==> src/rtl/fifo_rd_packer.sv <==
// fifo_rd_packer: read-side consumer for the async FIFO, running only in the FIFO
// read clock domain. It pops DATA_WIDTH-bit entries and packs WORD_BYTES of them,
// little-endian, into one wide word. The word is presented on a valid/ready stream.
// A flush request emits a partial word. Optional idle-timeout auto-flush is
// compiled in when FIFO_RD_PACK_TIMEOUT_EN is defined.
module fifo_rd_packer #(
  parameter int unsigned DATA_WIDTH = 8,
  parameter int unsigned WORD_BYTES = 4,
  parameter int unsigned TIMEOUT    = 16
) (
  input  logic                             rd_clk,
  input  logic                             rd_rst_n,
  input  logic                             fifo_empty,
  input  logic [DATA_WIDTH-1:0]            rd_data,
  output logic                             rd_en,
  input  logic                             flush,
  output logic                             out_valid,
  input  logic                             out_ready,
  output logic [WORD_BYTES*DATA_WIDTH-1:0] out_data,
  output logic [WORD_BYTES-1:0]            out_keep
);

  localparam int unsigned LaneW = $clog2(WORD_BYTES);
  localparam int unsigned CntW  = LaneW + 1;
  localparam logic [CntW-1:0] FullCnt = CntW'(WORD_BYTES);

  // Lane count must be a power of two (at least two) and the timeout at least one cycle.
  if ((WORD_BYTES < 2) || ((WORD_BYTES & (WORD_BYTES - 1)) != 0) || (TIMEOUT < 1)) begin : gBadParams
    $error("fifo_rd_packer: illegal parameter combination");
  end

  logic [WORD_BYTES-1:0][DATA_WIDTH-1:0] asm_q, asm_d;
  logic [CntW-1:0]                       cnt_q, cnt_d;
  logic                                  pend_q, pend_d;
  logic                                  flushPend_q, flushPend_d;
  logic                                  outValid_q, outValid_d;
  logic [WORD_BYTES*DATA_WIDTH-1:0]      outData_q, outData_d;
  logic [WORD_BYTES-1:0]                 outKeep_q, outKeep_d;

  logic                                  slotFree;
  logic [CntW-1:0]                       occ;
  logic [CntW-1:0]                       cntLanded;
  logic                                  popIssue;
  logic                                  fullEmit;
  logic                                  partialEmit;
  logic                                  timeoutHit;
  logic [WORD_BYTES-1:0]                 partKeep;
  logic [WORD_BYTES*DATA_WIDTH-1:0]      partData;

  // The output slot can take a new word when it is empty or being drained right now.
  assign slotFree = !outValid_q || out_ready;
  assign occ      = cnt_q + CntW'(pend_q);

  // A pop is allowed while the word has room counting the in-flight byte. It is
  // also allowed when that in-flight byte completes the word and the word can
  // leave this cycle, so a continuous stream has no bubble between words.
  assign popIssue = rd_rst_n && !fifo_empty && !flushPend_q &&
                    ((occ < FullCnt) || ((occ == FullCnt) && pend_q && slotFree));
  assign rd_en    = popIssue;

`ifdef FIFO_RD_PACK_TIMEOUT_EN
  localparam int unsigned IdleW = $clog2(TIMEOUT + 1);
  localparam logic [IdleW-1:0] IdleMax = IdleW'(TIMEOUT);

  logic [IdleW-1:0] idle_q, idle_d;

  assign timeoutHit = (idle_q == IdleMax);

  // Count cycles where a partial word sits untouched; saturate at the threshold.
  always_comb begin
    idle_d = idle_q;
    if (pend_q || fullEmit || partialEmit) begin
      idle_d = '0;
    end else if ((cnt_q != '0) && !popIssue && (idle_q != IdleMax)) begin
      idle_d = idle_q + 1'b1;
    end
  end

  // Idle counter register.
  always_ff @(posedge rd_clk) begin
    if (!rd_rst_n) begin
      idle_q <= '0;
    end else begin
      idle_q <= idle_d;
    end
  end
`else
  assign timeoutHit = 1'b0;
`endif

  // Build the masked partial word: lanes at or above cnt read as zero.
  always_comb begin
    partKeep = '0;
    partData = '0;
    for (int i = 0; i < WORD_BYTES; i++) begin
      partKeep[i] = (CntW'(i) < cnt_q);
      partData[i*DATA_WIDTH +: DATA_WIDTH] = partKeep[i] ? asm_q[i] : '0;
    end
  end

  // Land the in-flight byte, then decide whether a full or a partial word leaves.
  always_comb begin
    asm_d     = asm_q;
    cntLanded = cnt_q;
    if (pend_q) begin
      asm_d[cnt_q[LaneW-1:0]] = rd_data;
      cntLanded               = cnt_q + 1'b1;
    end
    fullEmit    = (cntLanded == FullCnt) && slotFree;
    partialEmit = flushPend_q && !pend_q && slotFree &&
                  (cnt_q != '0) && (cnt_q != FullCnt);
  end

  // Next state for the counters, the flush request and the output register.
  always_comb begin
    cnt_d       = cntLanded;
    pend_d      = popIssue;
    flushPend_d = 1'b0;
    outValid_d  = outValid_q;
    outData_d   = outData_q;
    outKeep_d   = outKeep_q;

    if (fullEmit) begin
      outValid_d = 1'b1;
      outData_d  = asm_d;
      outKeep_d  = '1;
      cnt_d      = '0;
    end else if (partialEmit) begin
      outValid_d = 1'b1;
      outData_d  = partData;
      outKeep_d  = partKeep;
      cnt_d      = '0;
    end else if (out_ready) begin
      outValid_d = 1'b0;
    end

    // Any emission satisfies an outstanding flush, so a flush that meets a
    // completing word never produces an extra word behind it.
    if (fullEmit || partialEmit) begin
      flushPend_d = 1'b0;
    end else if (flushPend_q) begin
      flushPend_d = (cnt_q != '0) || pend_q;
    end else if ((flush || timeoutHit) && (occ != '0)) begin
      flushPend_d = 1'b1;
    end
  end

  // State registers with synchronous active-low reset.
  always_ff @(posedge rd_clk) begin
    if (!rd_rst_n) begin
      asm_q       <= '0;
      cnt_q       <= '0;
      pend_q      <= 1'b0;
      flushPend_q <= 1'b0;
      outValid_q  <= 1'b0;
      outData_q   <= '0;
      outKeep_q   <= '0;
    end else begin
      asm_q       <= asm_d;
      cnt_q       <= cnt_d;
      pend_q      <= pend_d;
      flushPend_q <= flushPend_d;
      outValid_q  <= outValid_d;
      outData_q   <= outData_d;
      outKeep_q   <= outKeep_d;
    end
  end

  assign out_valid = outValid_q;
  assign out_data  = outData_q;
  assign out_keep  = outKeep_q;

endmodule

==> config.mk <==
export PLATFORM = sky130hd
export DESIGN_NAME = fifo_rd_packer
export DESIGN_NICKNAME = d
export VERILOG_FILES = /design/src/rtl/fifo_rd_packer.sv
export SDC_FILE = /design/constraint.sdc
export NUM_CORES = 1
export LEC_CHECK = 0
export ABC_AREA = 0
export CORE_UTILIZATION = 47
export CTS_CLUSTER_SIZE = 25
export DETAILED_ROUTE_END_ITERATION = 8
export GPL_ROUTABILITY_DRIVEN = 0
export PLACE_DENSITY = 0.75
export SETUP_SLACK_MARGIN = 0.5
export SLEW_MARGIN = 20
export SYNTH_ARGS = -nofsm -noshare
export SYNTH_HDL_FRONTEND = slang
export SYNTH_SLANG_ARGS = --single-unit
==> constraint.sdc <==
create_clock -name rd_clk -period 2.2 [get_ports rd_clk]
set_clock_uncertainty 0.2 [all_clocks]
set_input_delay 0.44 -clock rd_clk [delete_from_list [all_inputs] [get_ports rd_clk]]
set_output_delay 0.44 -clock rd_clk [all_outputs]
set_load 0.02 [all_outputs]
==> qor.txt <==
Fin Setup TNS = -79.3 ps
Fmax = 439 MHz
Critical path fanouts, max = 2
Cell count after synthesis = 318
Yosys warns = 0
Final max-slew violation count = 0
WL per Instance = 17.5 um
CP Launch Type = flop
CTS tree = done
CP bufs+invs = 1
Die Span Y = 81.9 um
HP Class = reg2reg
Setup WS pre-CTS = -423 ps
CP Cell Sequence = ha_4 > ha_4 > nor2_4 > a31oi_4 > nor4_4 > buf_4
Detailed router's first-iteration violation count = 194
Clock buffer depth = 2
Total CTS buffers = 9
WL met3 = 564 um
Main synth FF type = dfxtp_1
Final Hold Vio Count = 0
Via count = 2754
Syn Area/Cell = 9.44 sq um
Max_slew headroom = 62.7%
Hold buffers post-CTS = 0
Total Routed Length = 8350 um
Critical-path top delay cell = dfxtp_4
Final antenna-violating net count = 0
Highest Signal Layer = met4
Dpl hpwl = 5240 um
Post-DR vias/cell = 5.79
Starting Density = 49.8%
Antenna Diode Count = 0
Overall routing resource usage = 26.3%
Sequential share of the synthesized area = 49.4%
DIE WIDTH = 81.9 um
Row count = 28
DR WL met2 = 3980 um
Crit path time final = 2280 ps
Clock Sinks = 74
Delay-heaviest family, CP = adder cells
First-pass GRT wire length = 13000 um
Count of cell types in the netlist = 36
Drt drc = 0
Core Region = 0.00603 sq mm
Setup violators final = 1
Largest net degree at the start of global routing = 41
Arr. time, crit path = 1640 ps
Tcrit/Tclk final = 104%
Outcome = finished with violations
Crit-path max cell delay = 370 ps
Number of synthesized flops with an enable pin = 0
CTS clock-pin slew for the worst setup and hold paths = 70 ps
Max H-tree Level = 3
# nets final = 415
Clock root cell = clkbuf_8
Crit end category = output pin
Maxcap violations = 0
GR Overflow Total = 0
Layout cells sized above 1 = 24.2%
Setup ws final = -79.3 ps
Most frequent CP cell = ha_4
Met1 wire length = 3700 um
IO Pins = 51
Mapped Area = 0.00300 sq mm
Initial antenna violation count = 0
CP Data Required Time = 1560 ps
Syn nets = 337
Worst-Skew Late Latency = 360 ps
Drt pass-1 iters = 4
Peak supply drop = 0.000461 V
Area Growth Syn to Fin = 41.1%
Die area = 0.00671 sq mm
Post-synth ARST share = 0%
Leak = 1.73 nW
Worst-Margin Slew = 551 ps
Vias in the first global route = 2665
Pwr Density = 662 mW/mm^2
Violated checks = negative setup slack
IO Port Bufs = 50
Crit Path Class = reg2out
#FFs+latches synth = 74
RSZ-0062 raised after global routing = yes
-- repair_timing --
action,in CTS,in global routing
pin swaps,6,11
resized for setup,70,53
buffers inserted,1,8
hold endpoints to repair,0,0
cloned,2,2
setup endpoints to repair,95,98
-- flip-flops by register name, summed over array words and instances, names as in the netlist --
name / cells
asm_q: 32
out_data: 32
out_keep: 4
cnt_q: 3
flushPend_q: 1
out_valid: 1
pend_q: 1
-- worst min-delay path, cell delays in order, from the launching register on --
cell and delay [ps]:
dfxtp_1 310, nand2_1 50, a21oi_1 70
-- through the flow --
step | cell area [sq um] | util, % | hold WS [ps] | total power, mW | std cells
2_1_floorplan | 3120 | - | 250 | 1.56 | 318
3_3_place_gp | 3750 | 62.2 | 259 | 1.65 | 447
3_5_place_dp | 3750 | 62.2 | 268 | 1.66 | 447
4_1_cts | 4040 | 67.0 | 280 | 2.77 | 466
5_1_grt | 4230 | 70.3 | 305 | 2.89 | 476
6_report | 4230 | 70.3 | 279 | 2.80 | 476
-- power breakdown --
part / total (mW) / internal (mW) / switching [mW]
registers: 1.38 / 1.36 / 0.0169
clock network: 1.10 / 0.592 / 0.512
logic: 0.322 / 0.139 / 0.183
-- layout make-up --
class	instances	area, sq um
clock buffer	12	156
sequential	74	1490
multi-input combinational	216	1570
fill	468	1790
inverter	4	22.5
tap	75	93.8
clock inverter	4	48.8
timing repair buffer	91	850
-- per-layer routing --
metal / up-vias / track usage [%]
met5: - / 0
met4: 0 / 12.1
met3: 9 / 5.78
met2: 101 / 41.3
met1: 1303 / 34.3
li1: 1341 / -
-- placed cells by master (no fill, tap or decap), types with 4 or more instances in the layout --
cell | synthesis | layout
dfxtp_1 | 74 | 71
nand2_1 | 40 | 40
nand3_1 | 34 | 32
a21oi_1 | 34 | 31
and3_1 | 30 | 29
a221o_1 | 29 | 29
buf_4 | 0 | 28
clkdlybuf4s15_1 | 0 | 22
clkdlybuf4s50_1 | 0 | 12
dlygate4sd2_1 | 0 | 10
clkbuf_8 | 0 | 9
buf_6 | 6 | 9
clkbuf_2 | 0 | 5
nor2_1 | 7 | 4
ha_4 | 0 | 4
-- worst paths after layout --
path | from | cells after the start | to | slack [ps]
setup / recovery | pend_q$_SDFF_PN0_ | 6 | rd_en | -80
hold / removal | asm_q[14]$_SDFF_PN0_ | 2 | asm_q[14]$_SDFF_PN0_ | 280
setup reg to reg | cnt_q[1]$_SDFF_PP0_ | 7 | out_data[30]$_SDFFE_PN0P_ | 30
hold reg to reg | asm_q[14]$_SDFF_PN0_ | 2 | asm_q[14]$_SDFF_PN0_ | 280
-- cells in the mapped netlist, types with 2 or more instances --
| cell type | n | area [sq um] |
|---|---|---|
| a21oi_1 | 34 | 170 |
| a221o_1 | 29 | 290 |
| a221oi_1 | 3 | 26.3 |
| a31oi_1 | 5 | 31.3 |
| and3_1 | 30 | 188 |
| buf_1 | 4 | 15.0 |
| buf_2 | 4 | 20.0 |
| buf_6 | 6 | 67.6 |
| clkbuf_1 | 10 | 37.5 |
| dfxtp_1 | 74 | 1480 |
| ha_1 | 6 | 75.1 |
| inv_1 | 3 | 11.3 |
| mux2i_1 | 4 | 40.0 |
| nand2_1 | 40 | 150 |
| nand3_1 | 34 | 170 |
| nor2_1 | 7 | 26.3 |
| nor3_1 | 4 | 20.0 |
| nor4_1 | 2 | 12.5 |
| o21ai_0 | 2 | 10.0 |
-- kinds of logic (layout without fill, tap and decap cells) --
group                      Yosys count  count (layout)  share of synthesized area [%]
AOI/OAI and AO/OA                   78              78                           19.3
xor gates and xnor gates             1               1                          0.292
adders and majority gates            6               6                           2.50
buffers and inverters               28             111                           5.17
DFF                                 74              74                           49.4
muxes                                4               4                           1.33
and+or+nand+nor                    127             127                           22.0
Power figures use the tool's default switching activity.
